**config.mk**
```make
export PLATFORM = sky130hd
export DESIGN_NAME = seq_alu
export DESIGN_NICKNAME = d
export VERILOG_FILES = /design/src/rtl/alu_pkg.sv /design/src/rtl/seq_mul.sv /design/src/rtl/seq_alu.sv
export SDC_FILE = /design/constraint.sdc
export NUM_CORES = 1
export LEC_CHECK = 0
export ABC_AREA = 1
export CAP_MARGIN = 10
export CELL_PAD_IN_SITES_DETAIL_PLACEMENT = 2
export CELL_PAD_IN_SITES_GLOBAL_PLACEMENT = 2
export CORE_MARGIN = 2
export CORE_UTILIZATION = 29
export CTS_CLUSTER_DIAMETER = 50
export DETAILED_ROUTE_END_ITERATION = 16
export HOLD_SLACK_MARGIN = 0.02
export PLACE_DENSITY_LB_ADDON = 0.1
export SLEW_MARGIN = 20
export SYNTH_ARGS = -nofsm -noshare
export SYNTH_HDL_FRONTEND = slang
export SYNTH_HIERARCHICAL = 1
export SYNTH_SLANG_ARGS = --single-unit
export TNS_END_PERCENT = 5
```
**constraint.sdc**
```tcl
create_clock -name clk -period 1.7 [get_ports clk]
set_input_delay 0.34 -clock clk [delete_from_list [all_inputs] [get_ports clk]]
set_output_delay 0.34 -clock clk [all_outputs]
set_load 0.1 [all_outputs]
```
**src/rtl/alu_pkg.sv**
```systemverilog
// alu_pkg: opcode and FSM state encodings shared by the ALU, its bench and future ALUs
package alu_pkg;
  typedef enum logic [3:0] {
    OP_ADD = 4'b0000,
    OP_SUB = 4'b0001,
    OP_AND = 4'b0011,
    OP_OR  = 4'b0100,
    OP_XOR = 4'b0101,
    OP_SLT = 4'b0110,
    OP_EQ  = 4'b0111,
    OP_MUL = 4'b1000
  } op_t;
  typedef enum logic [1:0] {
    S_IDLE,
    S_MUL,
    S_DONE
  } state_t;
endpackage

```
**src/rtl/seq_mul.sv**
```systemverilog
// seq_mul: shift-add unsigned multiplier, one multiplier bit per cycle, done pulses with the final product
module seq_mul #(
  parameter int WIDTH = 8
) (
  input  logic                 clk,
  input  logic                 rst,
  input  logic                 start,
  input  logic [WIDTH-1:0]     a,
  input  logic [WIDTH-1:0]     b,
  output logic                 done,
  output logic [2*WIDTH-1:0]   product
);
  localparam int CW = $clog2(WIDTH);
  logic [WIDTH-1:0] mcand;
  logic [CW-1:0] cnt;
  logic busy;
  // upper half accumulates, lower half shifts the multiplier out LSB first
  function automatic logic [2*WIDTH-1:0] step(input logic [2*WIDTH-1:0] p, input logic [WIDTH-1:0] m);
    logic [WIDTH:0] s;
    s = {1'b0, p[2*WIDTH-1:WIDTH]} + {1'b0, (p[0] ? m : {WIDTH{1'b0}})};
    return {s, p[WIDTH-1:1]};
  endfunction
  always_ff @(posedge clk or posedge rst) begin
    if (rst) begin
      mcand   <= '0;
      product <= '0;
      cnt     <= '0;
      busy    <= 1'b0;
      done    <= 1'b0;
    end else begin
      done <= 1'b0;
      if (start) begin
        mcand   <= a;
        product <= step({{WIDTH{1'b0}}, b}, a);
        cnt     <= CW'(WIDTH-1);
        busy    <= 1'b1;
      end else if (busy) begin
        product <= step(product, mcand);
        cnt     <= cnt - 1'b1;
        busy    <= cnt != CW'(1);
        done    <= cnt == CW'(1);
      end
    end
  end
endmodule

```
**src/rtl/seq_alu.sv**
```systemverilog
// seq_alu: sequential ALU with valid/ready handshake; single-cycle ops plus a multi-cycle shift-add multiply
module seq_alu
  import alu_pkg::*;
#(
  parameter int WIDTH = 8
) (
  input  logic             clk,
  input  logic             rst,
  input  logic             in_valid,
  output logic             in_ready,
  input  logic [3:0]       op,
  input  logic [WIDTH-1:0] a,
  input  logic [WIDTH-1:0] b,
  output logic             out_valid,
  input  logic             out_ready,
  output logic [WIDTH-1:0] result,
  output logic             zero_f,
  output logic             cout_f,
  output logic             over_f
);
  localparam int M = WIDTH-1;
  state_t state;
  logic [WIDTH:0] s_add, s_sub;
  logic ov_add, ov_sub, eqz;
  logic [WIDTH-1:0] n_res;
  logic n_z, n_c, n_o, mul_done, start;
  logic [2*WIDTH-1:0] product;
  assign start = in_ready && in_valid && op == OP_MUL;
  seq_mul #(.WIDTH(WIDTH)) u_mul (
    .clk(clk), .rst(rst), .start(start), .a(a), .b(b), .done(mul_done), .product(product)
  );
  always_comb begin
    s_add  = {1'b0, a} + {1'b0, b};
    s_sub  = {1'b0, a} + {1'b0, ~b} + 1'b1;
    ov_add = (a[M] == b[M]) && (s_add[M] != a[M]);
    ov_sub = (a[M] != b[M]) && (s_sub[M] != a[M]);
    eqz    = s_sub[M:0] == '0;
    n_res  = '0;
    n_c    = 1'b0;
    n_o    = 1'b0;
    case (op)
      OP_ADD: begin {n_c, n_res} = s_add; n_o = ov_add; end
      OP_SUB: begin {n_c, n_res} = s_sub; n_o = ov_sub; end
      OP_AND: n_res = a & b;
      OP_OR:  n_res = a | b;
      OP_XOR: n_res = a ^ b;
      OP_SLT: begin n_res = WIDTH'(s_sub[M] ^ ov_sub); n_c = s_sub[WIDTH]; n_o = ov_sub; end
      OP_EQ:  begin n_res = WIDTH'(eqz); n_c = s_sub[WIDTH]; n_o = ov_sub; end
      default: ;
    endcase
    // compares report the flags of the internal difference, not of their 0/1 result
    n_z = (op == OP_SLT || op == OP_EQ) ? eqz : n_res == '0;
  end
  always_ff @(posedge clk or posedge rst) begin
    if (rst) begin
      state     <= S_IDLE;
      in_ready  <= 1'b1;
      out_valid <= 1'b0;
      result    <= '0;
      zero_f    <= 1'b0;
      cout_f    <= 1'b0;
      over_f    <= 1'b0;
    end else begin
      case (state)
        S_IDLE: if (in_valid) begin
          in_ready <= 1'b0;
          if (op == OP_MUL) state <= S_MUL;
          else begin
            state     <= S_DONE;
            out_valid <= 1'b1;
            result    <= n_res;
            zero_f    <= n_z;
            cout_f    <= n_c;
            over_f    <= n_o;
          end
        end
        S_MUL: if (mul_done) begin
          state     <= S_DONE;
          out_valid <= 1'b1;
          result    <= product[M:0];
          zero_f    <= product[M:0] == '0;
          cout_f    <= |product[2*WIDTH-1:WIDTH];
          over_f    <= 1'b0;
        end
        S_DONE: if (out_ready) begin
          state     <= S_IDLE;
          out_valid <= 1'b0;
          in_ready  <= 1'b1;
        end
        default: state <= S_IDLE;
      endcase
    end
  end
endmodule
```
== Yosys cells after proc, flatten, opt, wreduce, memory -nomap -nowiden ==
Index checks and enable logic that the tools add are counted.

* $mul: 0
* Div/mod/pow operators: 0
* Shift operators: 0
* Muxes and demuxes: 43
* Add/subtract/negate cells: 5
* Eq/ne operators: 19
* $lt $le $gt $ge: 0
* Bitwise gates (word level): 5
* Reduce and logical (&&, ||, !) cells: 20

{| class="wikitable"
|+ Operators by type and width
! operator !! number
|-
| 8-bit case mux with 7 select lines || 1
|-
| 8-bit 2-to-1 mux || 5
|-
| 16-bit 2-to-1 mux || 2
|-
| 8-bit by 8-bit adder with 9-bit output || 3
|-
| 8-bit zero test || 3
|-
| 1-bit 2-to-1 mux || 20
|-
| 4-bit by 3-bit == test with 1-bit output, second input constant || 4
|-
| 8-bit case mux with 2 select lines || 1
|-
| 1-bit case mux with 2 select lines || 6
|-
| 9-bit by 1-bit adder with 9-bit output, second input constant || 1
|-
| 8-bit bitwise AND || 1
|-
| 2-bit 2-to-1 mux || 4
|-
| 8-bit NOT || 1
|-
| 8-bit bitwise OR || 1
|-
| 8-bit OR reduction || 1
|-
| 8-bit XOR || 1
|-
| 3-bit 2-to-1 mux || 2
|-
| 2-bit != test, second input constant || 3
|-
| 2-bit case mux with 3 select lines || 1
|-
| 3-bit AND reduction || 2
|-
| 2-bit nonzero test || 3
|-
| 5-bit AND reduction || 1
|-
| 4-bit by 1-bit == test with 1-bit output, second input constant || 1
|-
| 4-bit by 2-bit == test with 1-bit output, second input constant || 1
|-
| 18 further kinds || 23
|}

* Word-level logic and storage cells: 104
* Memory bits (read-only): 0
* Memories kept: 0
* Flip-flop bits (word level): 44
* Memory bits (writable): 0
* Bits in latches: 0

== Longest topological paths before layout ==
Gate-level depths: netlist of run 1.

* Depth in word-level cells: 12
* Gate-level depth with buffers: 23
* Mapped depth without buffers: 22

== By module ==
The synthesis of run 1 kept the hierarchy.

{| class="wikitable"
|+ By module, submodules not included
! module !! area an instance (um^2) !! cells an instance !! instances !! sequential area each (um^2)
|-
| seq_alu || 2179.6 || 351 || 1 || 376.6
|-
| seq_mul || 1651.6 || 210 || 1 || 725.7
|}

== Least setup slack after synthesis of run 1 ==
OpenSTA, ideal clock, no wires.

* Path kind: in2reg
* Start: input a[2]
* End: register zero_f
* Slack: -924 ps
* Data arrival time: 2503 ps
* Data required time: 1580 ps
* Stages on the path: 21
* Library setup time: 120 ps
* Cell sequence: inv_1 ha_1 buf_4 nor2_1 nand3_1 nand3_1 nand2_1 nand2_1 a21oi_1 fa_1 nand3_1 nor2_1 nand2_1 nor2_1 nand4_1 nand2_1 inv_1 nand3_1 nand2_1 nand2_1 nand2_1

* Cells in the longest elaborated chain, start to end: 11
* Elaborated cells between the ends (all ways): 16
* Classes of those cells: add/sub: 3; eq/ne: 1; mux: 5; bitwise: 4; reduce/logical: 3

{| class="wikitable"
|+ Ends and longest elaborated chain
! what !! line !! source
|-
| start: declaration || seq_alu.sv:12 || <nowiki>input logic [WIDTH-1:0] a,</nowiki>
|-
| 8-bit by 8-bit adder with 9-bit output || seq_alu.sv:34 || <nowiki>s_sub = {1'b0, a} + {1'b0, ~b} + 1'b1;</nowiki>
|-
| 9-bit by 1-bit adder with 9-bit output || seq_alu.sv:34 ||
|-
| 1-bit != test || seq_alu.sv:36 || <nowiki>ov_sub = (a[M] != b[M]) && (s_sub[M] != a[M]);</nowiki>
|-
| 1-bit logical AND || seq_alu.sv:36 ||
|-
| 1-bit XOR || seq_alu.sv:47 || <nowiki>OP_SLT: begin n_res = WIDTH'(s_sub[M] ^ ov_sub); n_c = s_sub[WIDTH]; n_o = ov_sub; end</nowiki>
|-
| 8-bit case mux with 7 select lines || seq_alu.sv:41 || <nowiki>case (op)</nowiki>
|-
| 8-bit zero test || seq_alu.sv:52 || <nowiki>n_z = (op == OP_SLT || op == OP_EQ) ? eqz : n_res == '0;</nowiki>
|-
| 1-bit 2-to-1 mux * || seq_alu.sv:52 ||
|-
| 1-bit 2-to-1 mux * || seq_alu.sv:67 || <nowiki>if (op == OP_MUL) state <= S_MUL;</nowiki>
|-
| 1-bit 2-to-1 mux * || seq_alu.sv:65 || <nowiki>S_IDLE: if (in_valid) begin</nowiki>
|-
| 1-bit case mux with 2 select lines * || seq_alu.sv:64 || <nowiki>case (state)</nowiki>
|-
| end signal: assignment || seq_alu.sv:72 || <nowiki>zero_f <= n_z;</nowiki>
|-
| end: declaration || seq_alu.sv:17 || <nowiki>output logic zero_f,</nowiki>
|}

Every way passes the cells marked *; elsewhere a longest branch is shown, timed or not. The select of a mux whose other input is x is not followed.
A chain may end at the register's enable or synchronous reset.

== Final worst setup path of run 1 ==
* Start: input a[4]
* End: register result[0]

* Cells in the longest elaborated chain, start to end: 9
* Elaborated cells between the ends (all ways): 10
* Classes of those cells: add/sub: 2; eq/ne: 1; mux: 4; bitwise: 1; reduce/logical: 2

{| class="wikitable"
|+ Ends and longest elaborated chain
! what !! line !! source
|-
| 8-bit by 8-bit adder with 9-bit output * || seq_alu.sv:34 ||
|-
| 9-bit by 1-bit adder with 9-bit output * || seq_alu.sv:34 ||
|-
| 1-bit != test || seq_alu.sv:36 ||
|-
| 1-bit logical AND || seq_alu.sv:36 ||
|-
| 1-bit XOR || seq_alu.sv:47 ||
|-
| 8-bit case mux with 7 select lines * || seq_alu.sv:41 ||
|-
| 8-bit 2-to-1 mux * || seq_alu.sv:67 ||
|-
| 8-bit 2-to-1 mux * || seq_alu.sv:65 ||
|-
| 8-bit case mux with 2 select lines * || seq_alu.sv:64 ||
|-
| end signal: assignment || seq_alu.sv:71 || <nowiki>result <= n_res;</nowiki>
|-
| end signal: assignment || seq_alu.sv:80 || <nowiki>result <= product[M:0];</nowiki>
|-
| end: declaration || seq_alu.sv:16 || <nowiki>output logic [WIDTH-1:0] result,</nowiki>
|}

Marked as above.

==> results.txt, run 1 <==
setup TNS -> -5.798 ns
Yosys Warn Count -> 6
row cnt -> 41
Simple-Gate Fraction of Synth Area -> 33.64%
antenna violations before repair -> 0
Nets -> 790
storage element area -> 1102 µm²
Remaining DRCs -> 0
critical path type -> in -> reg
sequential share of the synthesized area -> 28.77%
final worst slack -> -0.7589 ns
CTS root buffer -> clkbuf_16
fmax -> 406.7 MHz
HPWL reported at the end of detailed placement -> 13,340 µm
measured slew at the worst slew-check pin -> 0.5545 ns
CP max FO -> 4
clk slew on worst S/H paths -> 0.06 ns
Critical path origin -> a[4]
largest net degree at the start of global routing -> 30
via count -> 4,461
startpoint types -> input port
WHS -> 0.3930 ns
Die ar. -> 14,150 µm²
CP bufs+invs -> 3
synthesized-area fraction occupied by adder cells -> 14.17%
DRT Pass-1 Iters -> 4
slowest stage cell, crit path -> fa_1
multi-input logic area -> 2597 µm²
PortBufs -> 36
xor-xnor portion of the synthesized cell area -> 0.4572%
FILL cells -> 1,463
slowest stage delay, CP -> 0.45 ns
Max transition margin -> 62.69%
Hold Crit Class -> in -> async
crit path DAT -> 2.64 ns
CP Capture Type -> flip-flop
worst path cell trace -> buf_8, buf_4, ha_1, a21oi_2, nand3_4, nand2_4, nand2_4, a21oi_4, fa_1, nand3_1, nor2_1, nand2_1, nor2_2, nand4_1, nand2_2, buf_6, nor2_4, o21ai_2
H-tree levels -> 2
core area -> 12,770 µm²
ANT nets after route -> 0
total power -> 7.712 mW
cells after synthesis -> 561
Slew Limit Fails -> 0
most frequent CP cell -> nand2_4
maximum clock insertion buffer count -> 2
unrepaired setup endpoints after global routing -> yes
complex-gate fraction of the synthesized area -> 11.33%
Top Ports -> 37
Clock Skew -> 0.005008 ns
GRT Overall Usage -> 26.76%
Final Critical Period -> 2.459 ns
Max-cap violations -> 0
Top delay family on crit path -> simple AND/OR/NAND/NOR gates
vias in the first global route -> 5,299
area delta synth->final -> 58.82%
largest family of logic cells by synthesized area -> simple AND/OR/NAND/NOR gates
layout cells sized above 1 -> 35.26%
Sink Count -> 44
Congestion Overflow GR -> 0
first-pass GRT wire length -> 29,140 µm
Final Hold Vio Count -> 0
average routed wire per standard cell -> 20.12 µm
cell area after synthesis -> 3831 µm²
CTS tree -> yes
average cell area after synthesis -> 6.829 µm²
DR iter-0 viols -> 128
mux share of post-synthesis cell area -> 0%
failing checks -> negative setup slack
worst-skew pair later-pin latency -> 0.30 ns
starting density of the core -> 29.99%
TritonCTS buffer count -> 5
Synth cell types -> 43
setup violators final -> 17
vias per inst -> 4.968
Power Density -> 1267 nW/µm²
fin crit share -> 144.6%
final antenna diode count -> 0
Worst Path Required -> 1.88 ns
Worst IR Drop VDD -> 0.0005408 V
register bit total from synthesis -> 44
Die Ht -> 118.9 µm
die width -> 118.9 µm
r2r startpoint -> u_mul/mcand[0]$_DFFE_PP0P_
placer congestion estimate -> 0.8433
status -> finished with violations
Routed WL -> 18,060 µm
leak pwr -> 3.122 nW
Synthesized Nets -> 626
-- state kept, by name (all words and copies together) (netlist names) --
register and cells:
cout_f 1, u_mul/done 1, result 8, u_mul/mcand 8
zero_f 1, u_mul/product 16, state 2, u_mul/busy 1
over_f 1, out_valid 1, in_ready 1, u_mul/cnt 3
-- cells in the mapped netlist (all sizes together) --
library cell / instances / area [µm²]
nand2: 153 / 581.8
a21oi: 22 / 113.9
ha: 37 / 462.9
nand4: 10 / 77.57
o22ai: 4 / 25.02
a22oi: 1 / 7.510
a22o: 1 / 8.760
o31ai: 1 / 7.510
o211ai: 8 / 60.06
nand3b: 3 / 22.52
dfrtp: 43 / 1076
nor2: 57 / 241.5
buf: 9 / 66.31
a32o: 1 / 10.01
inv: 97 / 364.1
o21ai: 25 / 128.9
clkbuf: 3 / 11.26
o221ai: 5 / 43.79
and2: 2 / 12.51
dfstp: 1 / 26.28
o21bai: 1 / 7.510
xor2: 2 / 17.52
nor3: 5 / 35.03
o21a: 2 / 15.01
or2: 3 / 18.77
a31oi: 1 / 6.260
fa: 4 / 80.08
nor4: 3 / 18.77
clkinv: 1 / 3.750
nand3: 56 / 280.3
-- logic make-up (layout without fill, tap and decap cells) --
family	count (synthesis)	count (layout)
XOR/XNOR	2	2
flip-flops	44	44
adder cells (fa/ha/maj)	41	41
AND/OR/NAND/NOR	292	292
AO/OA/AOI/OAI	72	72
buffers and inverters	110	275
-- placed cells by master, fill, tap and decap left out, types with 12 or more instances in the layout --
master   instances
nor2_1          41
ha_1            25
buf_12          18
o21ai_0         15
a21oi_1         16
buf_4          118
nand2_1        139
inv_2           21
nand3_1         48
nand2_2         12
buf_6           14
dfrtp_1         43
inv_1           71
-- worst min-delay path, stage by stage --
cell	delay (ns)
clkdlybuf4s50_1	0.42
inv_1	0.07
buf_4	0.23
-- stage by stage --
step	worst slack [ns]	instances	util, %	area, µm²
after CTS	-0.7879	899	47.01	6005
final	-0.7589	898	47.63	6085
after detailed placement	-1.790	877	42.47	5425
after global routing	-0.9166	898	47.63	6085
after floorplan	-0.9239	561	-	3831
after global placement	-1.525	877	42.47	5425
-- final timing paths --
check                                           endpoint  slack (ns)  depth (start not counted)
min reg2reg                   u_mul/mcand[5]$_DFFE_PP0P_        0.49                          2
min                                result[4]$_DFFE_PP0P_        0.39                          3
max                                result[0]$_DFFE_PP0P_       -0.76                         18
max reg2reg                u_mul/product[13]$_DFFE_PP0P_       -0.15                         10
min in group clk              u_mul/mcand[2]$_DFFE_PP0P_        0.40                          4
max in group asynchronous  u_mul/product[11]$_DFFE_PP0P_        0.94                          3
-- final cells by class --
class                      instances  area share [%]
inverter                          98           6.334
clock inverter                     2          0.6375
clock buffer                       6           2.283
multi-input combinational        407           42.69
tap                              172           3.537
timing repair buffer             169           26.40
sequential                        44           18.12
-- per-layer routing --
metal	part of all wire, %	GRT usage (%)
met1	42	30.72
met2	52	49.50
met3	3.4	3.879
met4	3.1	10.64
met5	0	0
-- report_power, final --
group          leakage, nW  internal, mW  switching (mW)
Combinational         2.47          1.87            2.81
Clock               0.0871         0.737           0.434
Sequential           0.565          1.47           0.398
Total                 3.12          4.07            3.64
-- timing repair --
item,4_1_cts,5_1_grt
gates cloned,0,0
resized for setup,134,23
pin swaps,29,19
buffers inserted,14,0
endpoints found under the setup margin,42,28
hold buffers,0,0
(Power assumes the default switching activity.)
==> run 2, diff against run 1 <==
--- a/config.mk
+++ b/config.mk
@@ -6,7 +6,6 @@
 export NUM_CORES = 1
 export LEC_CHECK = 0
 export ABC_AREA = 1
-export CAP_MARGIN = 10
 export CELL_PAD_IN_SITES_DETAIL_PLACEMENT = 2
 export CELL_PAD_IN_SITES_GLOBAL_PLACEMENT = 2
 export CORE_MARGIN = 2
==> results of run 2 <==
No change in the layout: final DEF, timing and power equal those of run 1.
==> run 3, diff against run 2 <==
--- a/config.mk
+++ b/config.mk
@@ -9,7 +9,7 @@
 export CELL_PAD_IN_SITES_DETAIL_PLACEMENT = 2
 export CELL_PAD_IN_SITES_GLOBAL_PLACEMENT = 2
 export CORE_MARGIN = 2
-export CORE_UTILIZATION = 29
+export CORE_UTILIZATION = 33
 export CTS_CLUSTER_DIAMETER = 50
 export DETAILED_ROUTE_END_ITERATION = 16
 export HOLD_SLACK_MARGIN = 0.02
==> constraint.sdc (replaced) <==
create_clock -name clk -period 2.8 [get_ports clk]
set_input_delay 0.56 -clock clk [delete_from_list [all_inputs] [get_ports clk]]
set_output_delay 0.56 -clock clk [all_outputs]
set_load 0.1 [all_outputs]
==> run 3 against run 2 <==
  * Sequential share of layout area is 2.5 points higher
  * Setup slack gained 0.79 ns
  * Critical path depth rose by 4
  * Design area shrank 12%
  * Flip-flop and latch count unchanged
  * Largest cell class unchanged
  * Non-clock buffer count fell by 37
  * The flow now finishes without violations
  * Combinational power is 51% lower
  * Total power shrank 48%
  * Routed wire length fell by 3.9%
  * Clock skew increased by 0.0038 ns
  * First-iteration DRC count rose by 34%
  * Critical path type unchanged
  * Highest routed layer unchanged
==> results.txt, run 3 (same netlist as run 1, synthesis figures left out) <==
TritonCTS buffer count -> 5
layout cells sized above 1 -> 28.59%
Congestion Overflow GR -> 0
biggest regs -> u_mul/product (16), result (8), u_mul/mcand (8)
vias in the first global route -> 4,895
placer congestion estimate -> 0.8939
Top Ports -> 37
status -> completed
Sink Count -> 44
most frequent CP cell -> buf_4
startpoint types -> input port
hold buffers post-CTS -> 0
Post-DP Area -> 4756 µm²
row cnt -> 39
fmax -> 361.6 MHz
average routed wire per standard cell -> 20.86 µm
unrepaired setup endpoints after global routing -> yes
DR iter-0 viols -> 171
core area -> 11,370 µm²
worst-skew pair later-pin latency -> 0.30 ns
CP Capture Type -> flip-flop
HPWL reported at the end of detailed placement -> 12,080 µm
total power -> 4.009 mW
Flop pwr share -> 26.8%
Top reg by flops -> u_mul/product
DRT Pass-1 Iters -> 4
Clock Skew -> 0.008800 ns
Remaining DRCs -> 0
Worst Path Required -> 2.99 ns
GR Layer Usage met3 -> 3.702%
WHS -> 0.4845 ns
CP max FO -> 3
Clock power frac -> 15.7%
Comb power frac -> 57.5%
Final Critical Period -> 2.765 ns
Final Hold Vio Count -> 0
maximum clock insertion buffer count -> 2
first-pass GRT wire length -> 26,900 µm
Top delay family on crit path -> buffers and inverters
sw power -> 2.051 mW
slowest stage delay, CP -> 0.21 ns
Internal -> 1.958 mW
H-tree levels -> 2
Nets -> 753
Max-cap violations -> 0
setup violators final -> 0
Worst IR Drop VDD -> 0.0007233 V
post-route cell area -> 5359 µm²
Die Ht -> 111.7 µm
PortBufs -> 36
crit path DAT -> 2.95 ns
Max transition margin -> 58.07%
number of flip-flops in the largest register -> 16
commonest non-fill, non-tap cell in the layout -> nand2_1
via count -> 4,308
grt peak-use layer -> met2
commonest cells after routing, fill and taps aside -> nand2_1, buf_4, inv_1, nand3_1
GRT Overall Usage -> 27.83%
FILL cells -> 1,288
starting density of the core -> 33.70%
die width -> 111.7 µm
fin crit share -> 98.76%
slowest stage cell, crit path -> ha_4
Net Sw Frac -> 51.15%
measured slew at the worst slew-check pin -> 0.6282 ns
fin util -> 47.13%
Die ar. -> 12,490 µm²
largest net degree at the start of global routing -> 30
worst path cell trace -> buf_6, inv_4, ha_4, inv_2, nand2_1, nand2_1, nand2_2, buf_6, buf_4, buf_6, buf_4, buf_4, buf_4, buf_4, buf_4, nand4_1, nand2_2, nand4_1, nand2_1, buf_4, nor2_2, o21ai_1
Routed WL -> 17,360 µm
area delta synth->final -> 39.88%
vias per inst -> 5.178
antenna violations before repair -> 0
Hold Crit Class -> reg -> reg
ANT nets after route -> 0
CP bufs+invs -> 12
CTS root buffer -> clkbuf_16
met1 Use GR -> 33.20%
leak pwr -> 2.817 nW
Slew Limit Fails -> 0
CTS tree -> yes
Power Density -> 748.2 nW/µm²
critical path type -> in -> reg
final antenna diode count -> 0
met2 GRT Util -> 51.31%
clk slew on worst S/H paths -> 0.07 ns
-- run 3: cell count changes in the layout (fill, tap and decap cells not counted), moves of 5 or more --
cell / before / now
nand2_2: 12 / 7
buf_12: 18 / 1
dlygate4sd2_1: 7 / 2
buf_4: 118 / 105
nand2_1: 139 / 146
-- run 3: worst register-to-register path, cell delays in order (launching register included) --
cell,delay (ns)
dfrtp_1,0.40
inv_1,0.08
ha_1,0.45
inv_1,0.31
nand2_1,0.20
nand4_4,0.25
inv_2,0.21
o21ai_0,0.15
o21ai_1,0.17
-- run 3: final timing paths --
check	start	endpoint	slack [ns]	cells after the start
worst max-delay path	b[2]	result[0]$_DFFE_PP0P_	0.03	22
worst min-delay path	u_mul/mcand[3]$_DFFE_PP0P_	u_mul/mcand[3]$_DFFE_PP0P_	0.48	2
worst max register to register	state[1]$_DFFE_PP0P_	result[2]$_DFFE_PP0P_	0.50	8
worst min register to register	u_mul/mcand[3]$_DFFE_PP0P_	u_mul/mcand[3]$_DFFE_PP0P_	0.48	2
max in group asynchronous	rst	result[1]$_DFFE_PP0P_	1.71	2
min in group asynchronous	rst	cout_f$_DFFE_PP0P_	0.68	2
-- run 3: cell type report --
cell class                      count  area (µm²)  share of cell area (%)
Inverter                           98       382.9                   7.145
Clock inverter                      2       15.01                  0.2802
Sequential cell                    44        1102                   20.57
Multi-Input combinational cell    407        2465                   46.00
Tap cell                          143       178.9                   3.339
Clock buffer                        6       138.9                   2.592
Timing Repair Buffer              132        1076                   20.08
-- run 3: per-stage QoR --
| stage | instances | setup TNS (ns) | worst slack (ns) |
|---|---|---|---|
| 3_3_place_gp | 792 | -2.903 | -0.6411 |
| 3_5_place_dp | 792 | -3.902 | -0.8136 |
| 5_1_grt | 832 | -0.1456 | -0.09778 |
| 4_1_cts | 830 | 0 | 0.001789 |
| 6_report | 832 | 0 | 0.03485 |
| 2_1_floorplan | 561 | -0.04385 | -0.04385 |
-- run 3: power groups by stage --
stage	logic (mW)	clock network, mW	registers [mW]
3_3_place_gp	2.07	0	1.06
5_1_grt	2.52	0.668	1.10
6_report	2.31	0.628	1.08
2_1_floorplan	1.03	0	1.54
3_5_place_dp	2.16	0	1.08
4_1_cts	2.24	0.640	1.07
-- run 3: what timing repair did --
action / CTS / global route
resized for setup: 61 / 47
buffers inserted: 30 / 3
gates cloned: 0 / 0
setup endpoints to repair: 4 / 5
pin swaps: 20 / 22
-- run 3: per-layer routing --
metal / vias up / share of wire [%]
met1: 2152 / 42
met3: 31 / 2.6
met5: - / 0
met4: 0 / 3.4
met2: 79 / 52
li1: 2046 / -
